===== config.mk =====
export PLATFORM = sky130hd
export DESIGN_NAME = varint_decode_push_flat
export DESIGN_NICKNAME = d
export VERILOG_FILES = /design/src/rtl/varint_decode_push_if.sv /design/src/rtl/varint_decode_push.sv /design/src/flat_wrapper.sv
export SDC_FILE = /design/constraint.sdc
export NUM_CORES = 1
export LEC_CHECK = 0
export BUFFER_PORTS_ARGS = -buffer_cell sky130_fd_sc_hd__buf_2
export CORE_MARGIN = 3
export CORE_UTILIZATION = 30
export CTS_CLUSTER_DIAMETER = 200
export DETAILED_ROUTE_END_ITERATION = 7
export SKIP_CTS_REPAIR_TIMING = 1
export SYNTH_ARGS = -nofsm -noshare
export SYNTH_HDL_FRONTEND = slang
export SYNTH_SLANG_ARGS = --single-unit

===== constraint.sdc =====
create_clock -name clk -period 2.08 [get_ports clk]
set_clock_uncertainty 0.15 [all_clocks]
set_input_delay 0.104 -clock clk [delete_from_list [all_inputs] [get_ports clk]]
set_output_delay 0.104 -clock clk [all_outputs]
set_load 0.01 [all_outputs]

===== src/rtl/varint_decode_push_if.sv =====
// Handshake bundle between the byte-stream splitter, varint_decode_push and the varint_out FIFO write port.
// With VARINT_ZIGZAG_EN defined the bundle also carries zigzag_mode.
interface varint_decode_push_if #(
    parameter int DATA_WIDTH = 64
);
    logic                  byte_valid;
    logic [7:0]            byte_data;
    logic                  byte_accepted;
    logic                  varint_out_fifo_full;
    logic                  varint_out_push;
    logic [DATA_WIDTH-1:0] varint_out_data;
    logic [3:0]            varint_out_len;
    logic                  varint_error;

`ifdef VARINT_ZIGZAG_EN
    logic                  zigzag_mode;

    modport master (
        output byte_valid, byte_data, varint_out_fifo_full, zigzag_mode,
        input  byte_accepted, varint_out_push, varint_out_data, varint_out_len, varint_error
    );

    modport slave (
        input  byte_valid, byte_data, varint_out_fifo_full, zigzag_mode,
        output byte_accepted, varint_out_push, varint_out_data, varint_out_len, varint_error
    );
`else
    modport master (
        output byte_valid, byte_data, varint_out_fifo_full,
        input  byte_accepted, varint_out_push, varint_out_data, varint_out_len, varint_error
    );

    modport slave (
        input  byte_valid, byte_data, varint_out_fifo_full,
        output byte_accepted, varint_out_push, varint_out_data, varint_out_len, varint_error
    );
`endif
endinterface


===== src/rtl/varint_decode_push.sv =====
// Decodes a protobuf base-128 varint byte stream and pushes one varint_out FIFO entry per varint.
// Optional macro VARINT_ZIGZAG_EN adds zigzag_mode for sint32/sint64 decoding of the pushed value.
module varint_decode_push #(
    parameter int DATA_WIDTH = 64,
    parameter int MAX_BYTES  = 10
) (
    input logic                 clk,
    input logic                 reset,
    varint_decode_push_if.slave bus
);
    // One spare group of headroom so the overflow slice is never empty.
    localparam int EXT_W = 7 * MAX_BYTES + 7;

    typedef enum logic [1:0] {INIT, V_ACCUM, V_PUSH, V_ERROR} state_t;

    state_t                state_q, state_d;
    logic [DATA_WIDTH-1:0] acc_q, acc_d;
    logic [DATA_WIDTH-1:0] data_q, data_d;
    logic [3:0]            cnt_q, cnt_d;
    logic [3:0]            len_q, len_d;
    logic                  err_q, err_d;
    logic                  ended_q, ended_d;

    logic [EXT_W-1:0]      ext;
    logic [DATA_WIDTH-1:0] acc_sum;
    logic [DATA_WIDTH-1:0] zz_value;
    logic                  overflow;
    logic                  last_idx;
    logic                  zig_sel;

`ifdef VARINT_ZIGZAG_EN
    assign zig_sel = bus.zigzag_mode;
`else
    assign zig_sel = 1'b0;
`endif

    assign ext      = EXT_W'(bus.byte_data[6:0]) << (7 * cnt_q);
    assign overflow = |ext[EXT_W-1:DATA_WIDTH];
    assign acc_sum  = acc_q | ext[DATA_WIDTH-1:0];
    assign last_idx = (cnt_q == 4'(MAX_BYTES - 1));
    assign zz_value = (acc_sum >> 1) ^ {DATA_WIDTH{acc_sum[0]}};

    // An overflow on a terminating byte has nothing left to drain, so the error
    // cycle must not swallow the first byte of the next varint.
    assign bus.byte_accepted   = (state_q == V_ACCUM) || ((state_q == V_ERROR) && !ended_q);
    assign bus.varint_out_push = (state_q == V_PUSH) && !bus.varint_out_fifo_full;
    assign bus.varint_out_data = data_q;
    assign bus.varint_out_len  = len_q;
    assign bus.varint_error    = err_q;

    always_comb begin
        state_d = state_q;
        acc_d   = acc_q;
        cnt_d   = cnt_q;
        data_d  = data_q;
        len_d   = len_q;
        err_d   = 1'b0;
        ended_d = ended_q;
        unique case (state_q)
            INIT: begin
                state_d = V_ACCUM;
            end
            V_ACCUM: begin
                if (bus.byte_valid) begin
                    if (overflow) begin
                        state_d = V_ERROR;
                        err_d   = 1'b1;
                        ended_d = !bus.byte_data[7];
                    end else if (!bus.byte_data[7]) begin
                        data_d  = zig_sel ? zz_value : acc_sum;
                        len_d   = cnt_q + 4'd1;
                        state_d = V_PUSH;
                    end else if (last_idx) begin
                        state_d = V_ERROR;
                        err_d   = 1'b1;
                        ended_d = 1'b0;
                    end else begin
                        acc_d = acc_sum;
                        cnt_d = cnt_q + 4'd1;
                    end
                end
            end
            V_PUSH: begin
                if (!bus.varint_out_fifo_full) begin
                    acc_d   = '0;
                    cnt_d   = '0;
                    state_d = V_ACCUM;
                end
            end
            V_ERROR: begin
                if (ended_q || (bus.byte_valid && !bus.byte_data[7])) begin
                    acc_d   = '0;
                    cnt_d   = '0;
                    ended_d = 1'b0;
                    state_d = V_ACCUM;
                end
            end
            default: begin
                state_d = INIT;
            end
        endcase
    end

    always_ff @(posedge clk) begin
        if (reset) begin
            state_q <= INIT;
            acc_q   <= '0;
            data_q  <= '0;
            cnt_q   <= '0;
            len_q   <= '0;
            err_q   <= 1'b0;
            ended_q <= 1'b0;
        end else begin
            state_q <= state_d;
            acc_q   <= acc_d;
            data_q  <= data_d;
            cnt_q   <= cnt_d;
            len_q   <= len_d;
            err_q   <= err_d;
            ended_q <= ended_d;
        end
    end
endmodule

===== src/flat_wrapper.sv =====
// flat-port wrapper written by rule: the top's interface ports become plain ports
module varint_decode_push_flat 
#(
    parameter int DATA_WIDTH = 64,
    parameter int MAX_BYTES  = 10
)
  (clk, reset, bus_byte_valid, bus_byte_data, bus_varint_out_fifo_full, bus_byte_accepted, bus_varint_out_push, bus_varint_out_data, bus_varint_out_len, bus_varint_error);
  varint_decode_push_if #(.DATA_WIDTH(DATA_WIDTH)) bus_i ();
  input logic clk;
  input logic reset;
  input wire logic [$bits(bus_i.byte_valid)-1:0] bus_byte_valid;
  input wire logic [$bits(bus_i.byte_data)-1:0] bus_byte_data;
  input wire logic [$bits(bus_i.varint_out_fifo_full)-1:0] bus_varint_out_fifo_full;
  output wire logic [$bits(bus_i.byte_accepted)-1:0] bus_byte_accepted;
  output wire logic [$bits(bus_i.varint_out_push)-1:0] bus_varint_out_push;
  output wire logic [$bits(bus_i.varint_out_data)-1:0] bus_varint_out_data;
  output wire logic [$bits(bus_i.varint_out_len)-1:0] bus_varint_out_len;
  output wire logic [$bits(bus_i.varint_error)-1:0] bus_varint_error;
  assign bus_i.byte_valid = bus_byte_valid;
  assign bus_i.byte_data = bus_byte_data;
  assign bus_i.varint_out_fifo_full = bus_varint_out_fifo_full;
  assign bus_byte_accepted = bus_i.byte_accepted;
  assign bus_varint_out_push = bus_i.varint_out_push;
  assign bus_varint_out_data = bus_i.varint_out_data;
  assign bus_varint_out_len = bus_i.varint_out_len;
  assign bus_varint_error = bus_i.varint_error;
  varint_decode_push #(.DATA_WIDTH(DATA_WIDTH), .MAX_BYTES(MAX_BYTES)) u_core (.clk(clk), .reset(reset), .bus(bus_i));
endmodule

## Word level (Yosys, flattened, before mapping)

Index checks and enable logic that the tools add are counted.

- Output and inout bits: 71
- Register bits: 140
- Word-level logic and storage cells: 75
- Input bits: 12

- Equality and inequality tests: 13
- Shift-type cells: 1
- Reductions and logical operators: 17
- Bitwise gates (word level): 5
- Mux-type cells: 30
- $add $sub $neg: 1
- $mul: 1

Operator list:

| cell | number |
|---|---|
| two-way mux 64 bit | 6 |
| one-hot mux 64 bit (3 select lines) | 1 |
| left shift 7 x 7 -> 77 bit | 1 |
| OR 64 bit | 1 |
| two-way mux 4 bit | 6 |
| OR reduction 13 bit | 1 |
| two-way mux 2 bit | 6 |
| != test 2 bit, second input constant | 6 |
| one-hot mux 4 bit (3 select lines) | 1 |
| two-way mux 1 bit | 8 |
| one-hot mux 2 bit (4 select lines) | 1 |
| AND reduction 4 bit | 2 |
| multiplier 3 x 4 -> 7 bit, first input constant | 1 |
| AND reduction 7 bit | 1 |
| AND reduction 5 bit | 1 |
| adder 4 x 1 -> 4 bit, second input constant | 1 |
| equality test 2 bit, second input constant | 2 |
| equality test 4 bit, second input constant | 1 |
| != test 4 x 2 -> 1 bit, second input constant | 1 |
| inverter 1 bit | 4 |
| logical AND 1 bit | 3 |
| logical NOT 1 bit | 3 |
| != test 3 x 1 -> 1 bit, second input constant | 1 |
| != test 3 x 2 -> 1 bit, second input constant | 1 |
| 7 further kinds | 8 |

## Depth between registers and ports, before layout

Gate-level depths: netlist (run 1).

- Depth in word-level cells: 8
- Mapped depth: 9
- Gate-level depth less buffers: 7

## Worst setup path before layout (run 1)

Ideal clock, no wire load.

- Kind: register to register
- From: reg u_core.cnt_q[1]
- To: reg u_core.data_q[58], in the netlist u_core.bus.varint_out_data[58]
- Setup slack: 0.099 ns
- Library setup time: 0.134 ns
- Stages on the path, launching flop included: 9
- Clock period less this slack: 1.981 ns
- Data required time: 1.796 ns
- Buffers on the path: 4
- Arrival time: 1.697 ns
- Path through: dfxtp_1 > buf_2 > nor2b_1 > a22o_1 > a221oi_2 > buf_6 > buf_6 > buf_2 > a211oi_1

- Word-level cells in the longest chain between the ends: 5
- Elaborated cells on any way between the ends: 6
- Classes of those cells: 1 x mul; 1 x shift; 2 x bitwise; 2 x reduce/logical

RTL lines:

| item | RTL line | RTL |
|---|---|---|
| start: declaration | varint_decode_push.sv:19 | `logic [3:0] cnt_q, cnt_d;` |
| start signal: assignment | varint_decode_push.sv:117 | `cnt_q <= cnt_d;` |
| multiplier 3 x 4 -> 7 bit * | varint_decode_push.sv:37 | `assign ext = EXT_W'(bus.byte_data[6:0]) << (7 * cnt_q);` |
| left shift 7 x 7 -> 77 bit * | varint_decode_push.sv:37 |  |
| OR reduction 13 bit | varint_decode_push.sv:38 | `assign overflow = \|ext[EXT_W-1:DATA_WIDTH];` |
| inverter 1 bit (no line) | n/a |  |
| AND reduction 4 bit (no line) | n/a |  |
| end signal: assignment | varint_decode_push.sv:116 | `data_q <= data_d;` |
| end: declaration | varint_decode_push.sv:18 | `logic [DATA_WIDTH-1:0] data_q, data_d;` |

Every way passes the cells marked *; elsewhere a longest branch is shown, timed or not.
A chain may end at the register's enable or synchronous reset.

## Final worst setup path (run 1)

- From: reg u_core.cnt_q[0]
- To: reg u_core.data_q[47], in the netlist u_core.bus.varint_out_data[47]

Same word-level chain as after synthesis.

==> metrics.yaml, run 1 <==
detailed_routing:
  wl_per_cell_um: 17.04
  antenna_left: 0
  viasPerCell: 5.331
  dr.pass1.iters: 5
  vias: 4729
  drc: 0
  drt_iter0_markers: 323
  postRouteWirelength_um: 15120
floorplanning:
  die_w_um: 140.7
  ioPinCount: 83
  die_y_um: 140.7
  core_um2: 17540
  initial_core_util_pct: 31.02
  num_rows: 48
  dieArea_um2: 19790
timing:
  max_freq_mhz: 496.9
  rsz0062_at_grt: "true"
  drv_slew: 0
  period_share_pct: 96.76
  worstMarginPinSlew_ps: 829.4
  min_period_ps: 2013
  hold_viol_final: 0
  setup_viol: 0
  worst_slack_ps: 67.47
  maxSlewHeadroom_pct: 44.70
logic_synthesis:
  seq_area_frac_synth_pct: 51.52
  synth_area_per_cell_um2: 9.767
  synth_area_um2: 5440
  synth-seq-cells: 140
  synth_area_leader_cell: "dfxtp_1"
  synth_nets: 571
  synthCells: 557
  synth.area.top_cells: "dfxtp_1 (52%), a32o_1 (11%), a211oi_1 (9.0%)"
  yosysWarnings: 0
  synth_top_area_share_pct: 51.52
  synthDistinctLibCells: 41
placed_design:
  portBuffers: 82
  hpwl_um: 10040
  place.gp.congestion: 0.8621
  dp_slack_ps: -128.4
global_route:
  grt_max_degree: 76
  grt_usage_pct: 14.89
  grt_pass1_wl_um: 23350
  grt_pass1_vias: 4384
  antenna_found_initial: 0
  grt_remaining_overflow: 0
cts:
  root_buffer: "clkbuf_16"
  cts_tree: "yes"
  clock-sinks: 140
  clk_pin_slew_ps: 60
  htreeDepth: 4
  clk_latency_ps: 420
  clk_path_buf_depth: 2
  cts_buffers: 17
worst_setup_path:
  worstSetupPathType: "register to register"
  required_ps: 2190
  start_kind: "register"
  endpoint_kind: "register"
  arrival_ps: 2120
  critPathMaxFanout: 20
hold_path:
  hp-class: "primary input to register"
cells_and_area:
  final_util_pct: 40.27
  diodes: 0
  fill_cells: 1707
  layout-drive-gt1-share_pct: 27.79
  areaGrowthSynthToFinish_pct: 29.81
  nNetsFinal: 664
flow_run:
  maxCapViolations: 0
run_status:
  status: "finished, final reports clean"
power_and_ir_drop:
  cellLeakagePower_uw: 0.002673
  p_per_area_nw_per_um2: 968.3
  irDropWorstVdd_uv: 511.5
-- sequential cells by signal (all words and copies together), names as in the netlist --
| signal | count |
|---|---|
| u_core.acc_q | 64 |
| u_core.bus.varint_out_data | 64 |
| u_core.bus.varint_out_len | 4 |
| u_core.cnt_q | 4 |
| u_core.state_q | 2 |
| u_core.bus.varint_error | 1 |
| u_core.ended_q | 1 |
-- final timing paths --
kind / from / end / slack, ps / cells past startpoint
hold reg to reg: u_core.acc_q[7] / u_core.acc_q[7] / 310 / 2
setup / recovery: u_core.cnt_q[0] / u_core.bus.varint_out_data[47] / 70 / 7
setup reg to reg: u_core.cnt_q[0] / u_core.bus.varint_out_data[47] / 70 / 7
hold / removal: bus_byte_valid / u_core.ended_q / 40 / 4
-- cell usage in the layout, fill, tap and decap left out, types with 2 or more instances in the layout --
master,count
clkinv_2,2
inv_1,8
dfxtp_1,137
nor2b_2,4
dlygate4sd3_1,2
nor3_1,8
nor3_2,3
buf_2,82
o2bb2ai_1,3
a21bo_2,2
nand3b_1,2
buf_4,39
clkbuf_8,3
nand2_1,5
a211oi_2,3
buf_6,3
nand3_1,9
or3_1,2
o21ai_0,3
a21oi_1,65
and3_1,2
a32o_1,61
dfxtp_2,2
a31oi_1,2
nor2b_1,7
buf_12,5
a311oi_1,2
nand2b_1,4
clkbuf_16,19
ha_1,2
a21o_1,2
a211oi_1,62
bufinv_16,5
nor2_1,77
-- synth_stat cells --
library cell	number
nor2b_1	11
nand4b_1	1
nor3_1	11
a31oi_1	2
or3_1	2
o21ai_0	3
and3_1	2
nor2_1	77
o31ai_1	1
o32ai_1	1
o21a_1	1
a22o_1	1
buf_4	6
nor4_1	2
a211oi_1	65
xnor2_1	1
a22oi_4	1
dfxtp_1	140
a32o_1	61
and2_1	2
a41oi_1	1
clkbuf_1	31
inv_1	8
o2bb2ai_1	3
nand2b_1	4
a21o_1	2
a311oi_1	2
and3b_1	1
a21oi_1	66
buf_6	10
o211ai_1	1
xor2_1	1
mux2i_1	1
buf_2	10
ha_1	2
a21bo_2	2
buf_1	3
nand2_1	5
a221oi_2	2
nand3_1	9
nand3b_1	2
-- routing by layer --
layer  vias up  wire (µm)  GRT usage (%)
met4         0        373          6.323
met2       120       7615          25.73
met1      2304       6494          17.75
met5         -          0              0
met3        24        635          3.392
li1       2281          -              -
-- final cells by class --
| type | count | area, µm² | share of cell area [%] |
|---|---|---|---|
| Sequential cell | 140 | 2809 | 39.78 |
| Timing Repair Buffer | 134 | 934.6 | 13.24 |
| Clock buffer | 21 | 470.5 | 6.662 |
| Tap cell | 225 | 281.5 | 3.987 |
| Inverter | 8 | 30.03 | 0.4252 |
| Clock inverter | 10 | 185.2 | 2.622 |
| Multi-Input combinational cell | 349 | 2351 | 33.29 |
-- power breakdown --
part	switching, µW	internal (µW)	leakage (µW)	total [µW]
registers	52.4	2770	0.00114	2820
clock network	1130	2220	0.000320	3350
logic	405	262	0.00122	666
-- through the flow --
stage	cell area, µm²	cells	hold WS (ps)	power [µW]	setup TNS [ps]
detailed placement	6233	849	296.5	3514	-2198
finish	7062	887	44.55	6838	0
CTS	6889	880	-147.2	6865	-2752
global placement	6233	849	290.9	3498	-415.9
floorplan	5440	557	104.7	3266	0
global route	7062	887	58.43	7082	-99.91
-- critical path, stage by stage (launching register included) --
cell and delay (ps):
dfxtp_4 370, nor2b_2 170, a22o_4 240, a221oi_4 320, buf_6 180, buf_4 150
clkbuf_16 180, a211oi_1 90
-- kinds of logic (layout without fill, tap and decap cells) --
| logic type | count (synthesis) | count (layout) | synth area share (%) |
|---|---|---|---|
| AO/OA/AOI/OAI | 215 | 215 | 30.06 |
| XOR/XNOR | 2 | 2 | 0.3220 |
| adder cells (fa/ha/maj) | 2 | 2 | 0.4599 |
| buffers and inverters | 68 | 173 | 6.716 |
| flip-flops | 140 | 140 | 51.52 |
| multiplexers | 1 | 1 | 0.1840 |
| AND/OR/NAND/NOR | 129 | 129 | 10.74 |
Note: power is estimated with default switching activity, not from simulation.
==> run 2, diff against run 1 <==
- CORE_ASPECT_RATIO: unset -> 1.1
- CORE_UTILIZATION: 30 -> 50
- PLACE_DENSITY: unset -> 0.74
==> run 2 against run 1 <==
Against the previous run: the run now ends with negative setup slack left; die area down 38%; wire length down 6.0%; hold slack worse by 0.75 ps; largest cell class unchanged.
==> metrics.yaml, run 2 (synthesis results as in run 1) <==
cells_and_area:
  fill_cells: 861
  final_common_cell: "dfxtp_1"
  nNetsFinal: 663
  areaGrowthSynthToFinish_pct: 28.43
  final_cell_mix: "dfxtp_1 (137), buf_2 (82), nor2_1 (77)"
  final-instance-count-excl-fill: 805
  layout-drive-gt1-share_pct: 29.46
  diodes: 0
power_and_ir_drop:
  power_frac_comb_pct: 10.3
  p_int_uw: 4956
  p_per_area_nw_per_um2: 940.8
  pwr-share-clk_pct: 46.7
  p_sw_share_pct: 24.60
  p_seq_share_pct: 43.0
  power.net_switching_uw: 1617
  cellLeakagePower_uw: 0.002651
  irDropWorstVdd_uv: 567.9
detailed_routing:
  antenna_left: 0
  drc: 0
  postRouteWirelength_um: 14210
  wl_per_cell_um: 17.65
  drt_iter0_markers: 358
  dr.pass1.iters: 6
  vias: 4830
  viasPerCell: 6.000
placed_design:
  dp_cells: 762
  hpwl_um: 8689
  place.gp.congestion: 0.8637
  portBuffers: 82
timing:
  setup_viol: 1
  worst_slack_ps: -0.6577
  period_share_pct: 100.0
  hold_viol_final: 0
  rsz0062_at_grt: "true"
  worstMarginPinSlew_ps: 911.0
  drv_slew: 0
  tns_ps: -0.6577
  min_period_ps: 2081
  max_freq_mhz: 480.6
  maxSlewHeadroom_pct: 39.27
worst_setup_path:
  critPathMaxFanout: 17
  path_buf_inv: 3
  slowest_delay_ps: 380
  crit_chain: "nor2b_1 > a22o_2 > a221oi_4 > buf_12 > buf_4 > clkbuf_16 > a211oi_1"
  worstSetupPathType: "register to register"
  start_kind: "register"
  slowest_stage: "a221oi_4"
  required_ps: 2180
  endpoint_kind: "register"
  arrival_ps: 2180
  critPathTopFamily: "compound AO/OA/AOI/OAI gates"
cts:
  clk_path_buf_depth: 2
  cts_tree: "yes"
  htreeDepth: 4
  clk_latency_ps: 420
  root_buffer: "clkbuf_16"
  cts_buffers: 17
  clock-sinks: 140
  clk_pin_slew_ps: 60
global_route:
  grt_pass1_wl_um: 22220
  grt_remaining_overflow: 0
  grt_most_used_layer: "met2"
  grt_usage_pct: 22.94
  antenna_found_initial: 0
  grtUsageMet1_pct: 28.76
  grt_max_degree: 76
  grtUsageMet2_pct: 38.52
  grt_pass1_vias: 4472
  grt.met3_usage_pct: 4.043
floorplanning:
  dieArea_um2: 12170
  die_w_um: 105.5
  core_um2: 10490
  initial_core_util_pct: 51.85
  num_rows: 39
  ioPinCount: 83
  die_y_um: 115.4
run_status:
  violations: "negative setup slack"
  status: "finished, violations left"
hold_path:
  hp-class: "primary input to register"
flow_run:
  maxCapViolations: 0
run 2: through the flow:
step           hold WS, ps  total power, µW  utilization (%)  instance area, µm²  setup WS (ps)
3_5_place_dp         291.1             3498            58.20                6106         -130.8
3_3_place_gp         287.6             3476            58.20                6106         -25.29
5_1_grt              83.60             6782            66.60                6987         -96.44
6_report             43.80             6573            66.60                6987        -0.6577
4_1_cts             -146.9             6540            64.00                6714         -89.92
2_1_floorplan        104.7             3266                -                5440          98.86
run 2: metal layers:
metal	vias up	share of wire, %
li1	2294	-
met1	2344	43
met2	167	49
met3	25	5.1
met4	0	2.5
met5	-	0
run 2: power groups by stage:
stage / registers [µW] / clock network (µW) / logic [µW]
floorplan: 2910 / 0 / 358
global placement: 2880 / 0 / 599
detailed placement: 2880 / 0 / 616
CTS: 2820 / 3100 / 620
global route: 2830 / 3210 / 740
finish: 2830 / 3070 / 678
run 2: path summary, 6_finish.rpt:
kind | startpoint | end | slack, ps | cells after the start
worst max-delay path | u_core.cnt_q[1] | u_core.bus.varint_out_data[41] | -0.7 | 7
worst min-delay path | bus_byte_valid | u_core.ended_q | 40 | 4
worst max register to register | u_core.cnt_q[1] | u_core.bus.varint_out_data[41] | -0.7 | 7
worst min register to register | u_core.acc_q[39] | u_core.acc_q[39] | 320 | 1
run 2: layout make-up:
class | instances | area, µm² | area share (%)
Clock inverter | 14 | 168.9 | 2.418
Clock buffer | 18 | 439.2 | 6.286
Inverter | 8 | 30.03 | 0.4298
Multi-Input combinational cell | 349 | 2399 | 34.33
Timing Repair Buffer | 133 | 964.7 | 13.81
Tap cell | 143 | 178.9 | 2.561
Sequential cell | 140 | 2806 | 40.17
run 2: tightest hold or removal path, cell delays in order:
cell and delay, ps:
buf_2 110, nor2_1 60, o21ai_0 200, nand3_1 80
